### src/rtl/reg_file_pkg.sv
// Shared constants for reg_file: reset values, register indices, and the strobe decode type.
package reg_file_pkg;

  localparam logic [7:0] REG2_RST = 8'h81;
  localparam logic [7:0] REG3_RST = 8'h20;

  localparam int unsigned REG_OP_A = 0;
  localparam int unsigned REG_OP_B = 1;
  localparam int unsigned REG_CFG0 = 2;
  localparam int unsigned REG_CFG1 = 3;

  typedef enum logic [1:0] {
    OP_IDLE  = 2'b00,
    OP_WRITE = 2'b01,
    OP_READ  = 2'b10,
    OP_BOTH  = 2'b11
  } op_e;

endpackage

### src/rtl/reg_file.sv
// Single-port register file: shared address, registered read, taps of regs 0-3.
// Optional macro REG_FILE_RW_BYPASS_EN: write-through read when wrEn and rdEn are both high.
module reg_file
  import reg_file_pkg::*;
#(
  parameter int dataWidth = 8,
  parameter int depth     = 16
) (
  input  logic                       clk,
  input  logic                       rst,
  input  logic [dataWidth-1:0]       wrData,
  input  logic [$clog2(depth)-1:0]   addr,
  input  logic                       wrEn,
  input  logic                       rdEn,
  output logic [dataWidth-1:0]       rdData,
  output logic                       rdData_valid,
  output logic [dataWidth-1:0]       reg_0,
  output logic [dataWidth-1:0]       reg_1,
  output logic [dataWidth-1:0]       reg_2,
  output logic [dataWidth-1:0]       reg_3
);

  localparam int AW = $clog2(depth);

  logic [dataWidth-1:0] mem [depth];
  logic                 in_range;
  op_e                  op;

  // Only non-power-of-two depths can address past the end of storage.
  generate
    if (depth == (1 << AW)) begin : g_full
      assign in_range = 1'b1;
    end else begin : g_partial
      assign in_range = (32'(addr) < 32'(depth));
    end
  endgenerate

  assign op = op_e'({rdEn, wrEn});

  always_ff @(posedge clk) begin
    if (rst) begin
      for (int unsigned i = 0; i < depth; i++) begin
        mem[i] <= '0;
      end
      mem[REG_CFG0] <= dataWidth'(REG2_RST);
      mem[REG_CFG1] <= dataWidth'(REG3_RST);
      rdData        <= '0;
      rdData_valid  <= 1'b0;
    end else begin
      rdData_valid <= 1'b0;
      case (op)
        OP_WRITE: begin
          if (in_range) mem[addr] <= wrData;
        end
        OP_READ: begin
          rdData       <= in_range ? mem[addr] : '0;
          rdData_valid <= 1'b1;
        end
        OP_BOTH: begin
          if (in_range) mem[addr] <= wrData;
`ifdef REG_FILE_RW_BYPASS_EN
          rdData       <= wrData;
          rdData_valid <= 1'b1;
`endif
        end
        default: ;
      endcase
    end
  end

  assign reg_0 = mem[REG_OP_A];
  assign reg_1 = mem[REG_OP_B];
  assign reg_2 = mem[REG_CFG0];
  assign reg_3 = mem[REG_CFG1];

endmodule

### config.mk
export PLATFORM = sky130hd
export DESIGN_NAME = reg_file
export DESIGN_NICKNAME = d
export VERILOG_FILES = /design/src/rtl/reg_file_pkg.sv /design/src/rtl/reg_file.sv
export SDC_FILE = /design/constraint.sdc
export NUM_CORES = 1
export LEC_CHECK = 0
export ABC_AREA = 1
export CORE_ASPECT_RATIO = 0.7
export CORE_MARGIN = 3
export CORE_UTILIZATION = 45
export CTS_CLUSTER_DIAMETER = 30
export DETAILED_ROUTE_END_ITERATION = 8
export HOLD_SLACK_MARGIN = 0.1
export PLACE_DENSITY = 0.65
export SLEW_MARGIN = 20
export SYNTH_ARGS = -nofsm -noshare
export SYNTH_HDL_FRONTEND = slang
export SYNTH_SLANG_ARGS = --single-unit
### constraint.sdc
create_clock -name clk -period 4.55 [get_ports clk]
set_input_delay 0.91 -clock clk [delete_from_list [all_inputs] [get_ports clk]]
set_output_delay 0.91 -clock clk [all_outputs]
set_load 0.05 [all_outputs]
==> metrics.txt <==
Worst Hold Class=flop to flop; gpl congestion=between 0.8 and 0.9; DR iter-0 viols=roughly 400; Cell Area, Placed=6950 um2; WHS Endpoint=rdData[5]; Reg2Reg Setup Slack=between 3 and 4 ns; initial core utilization=0.468; RSZ-0062 raised after global routing=false; Die Ht=between 100 and 150 um; RR Startpoint=mem[9][4]; CTS tree=built; Synth top area share=0.613; fraction of layout cells with a size suffix above 1=0.0636; CTS HTree Levels=4; CTS root buf=clkbuf_16; final setup TNS=0 ns; GR Util All Layers=0.222; clk_skew=about 0.007 ns; CTS clk-pin slew, worst paths=0.06 ns; Setup Viol. Count Final=0; Synth cell types=17; initial antenna violation count=0; hold depth=2; Final Cycle Share=0.672; Seq cells post-synth=about 140; hold buffer count at cts=0; clk_lat worst skew=roughly 0.42 ns; largest net degree at the start of global routing=a little under 60; die area=between 15000 and 20000 um2; ANT cells=0; Rows=35; Critical Path End Type=flop; vias in the first global route=between 4000 and 5000; Layout Area Growth over Synthesis=21.1%; Critical Path Fanout Max=19; final WL=16400 um; Max Freq=between 300 and 400 MHz; total CTS buffers=17; wire length per cell=17.2 um; minimum clock period=a little over 3 ns; Die Width=between 100 and 150 um; Post-CTS Setup Inserts=0; Worst setup SP type=input pin; Final ANT Viol Nets=0; IO Port Bufs=between 50 and 60; WP data arrival=roughly 3.1 ns; fin nets=roughly 770; Mapped Nets=726; Post-Syn Area=approximately 6300 um2; DP HPWL=approximately 11000 um; part of the Yosys area used for sequential elements=0.641; fill count=1200; Final Max Tran Viols=0; status=finished clean; Reg2Reg Capture Point=rdData[4]; gr ovfl total=0; Hold Crit Start=rdData[5]; Critical Path RT=approximately 4.6 ns; post-cts resize count=0; cell count after synthesis=710; Final Hold Vio Count=0; Reg2Reg Depth=8; top cells by area, synth=edfxtp_1 (61%), nand2_1 (20%), nor2_1 (8.7%); Post-Syn Area per Cell=around 8.8 um2; WHS=0.538 ns; power per cell area=between 400 and 500 nW/um2; pin slew with the least headroom to its limit=0.893 ns; router iterations before antenna repair=5; total number of vias=~4900; Core Box Area=around 13000 um2; Slew headroom=0.404; worst vdd ir=approximately 0.00032 V; DRC Markers=0; MaxCap Viol Count=0; fin area=7600 um2; leak pwr=approximately 3.2 nW; maximum buffer depth of the clock tree=2; Warnings, synthesis=0; global-route wire length before repair=between 20000 and 30000 um; area leader, netlist=edfxtp_1; I/O pins=57; DR vias/cell=~5.2; clock sink total=~140; crit path kind=input pin to flop
-- synthesized netlist by cell type (all sizes together) --
cell type / count
clkbuf: 14
dfxtp: 9
nand2: 336
nand3: 24
inv: 22
buf: 19
nor2: 148
clkinv: 1
o21ai: 8
nor3: 1
edfxtp: 128
-- critical path: stages --
cell and delay, ns:
clkdlybuf4s50_1 0.94, clkinv_1 0.45, nand2_1 0.18, inv_2 0.10, nand2_1 0.24, nand2_1 0.29
-- area by class of cell --
cell class,count,area [um2],area share
flip-flops and latches,137,4020,0.530
multi-input cells,517,2010,0.265
repair buffers,62,601,0.0791
clock buffers,17,425,0.0560
well taps,185,231,0.0305
clock inverters,15,216,0.0285
inverters,23,86.3,0.0114
-- kinds of logic after synthesis --
kind of cell / Yosys count / share of synthesized area
AO/OA/AOI/OAI: 8 / 0.00638
AND/OR/NAND/NOR: 509 / 0.314
buffers and inverters: 56 / 0.0379
flip-flops: 137 / 0.641
-- flip-flops by register name (all words and copies together), names as in the netlist --
signal,cells
rdData,8
rdData_valid,1
mem,128
-- layer usage --
metal	vias up	global-route usage	wire [um]
met1	2364	0.320	7520
met3	27	0.0503	1200
li1	2358	-	-
met5	-	0	0
met2	194	0.336	7410
met4	0	0.0711	282
-- worst max path at each step --
stage | from | endpoint | slack [ns] | cells past startpoint
2_1_floorplan | addr[1] | mem[11][0] | 2.38 | 6
3_3_place_gp | addr[1] | mem[12][1] | 1.20 | 6
3_5_place_dp | addr[1] | mem[12][4] | 1.11 | 6
4_1_cts | addr[1] | mem[12][7] | 1.55 | 6
5_1_grt | addr[1] | mem[12][7] | 1.32 | 6
6_report | addr[1] | mem[12][7] | 1.49 | 6
-- where the power goes --
group	total [W]	internal (W)	leakage [nW]	switching, W
logic	0.000357	0.0000963	1.64	0.000260
registers	0.00148	0.00145	1.30	0.0000289
clock network	0.00149	0.000930	0.307	0.000560
-- placed cells by master (no fill, tap or decap) --
master	count
buf_2	1
buf_4	6
bufinv_16	4
clkbuf_16	17
clkdlybuf4s50_1	55
clkinv_1	1
clkinv_4	5
clkinvlp_4	2
dfxtp_1	9
edfxtp_1	128
inv_1	18
inv_2	4
inv_6	3
inv_8	1
nand2_1	336
nand3_1	20
nand3_2	4
nor2_1	146
nor2_2	1
nor2_4	1
nor3_1	1
o21ai_0	8
-- per-stage QoR --
stage               std cells  worst slack [ns]  utilization  total power, W
floorplan                 710              2.38            -         0.00173
global placement          924              1.20        0.519         0.00185
detailed placement        924              1.11        0.519         0.00186
CTS                       956              1.55        0.567         0.00333
global route              956              1.32        0.567         0.00343
finish                    956              1.49        0.567         0.00332
(Power assumes the default switching activity.)
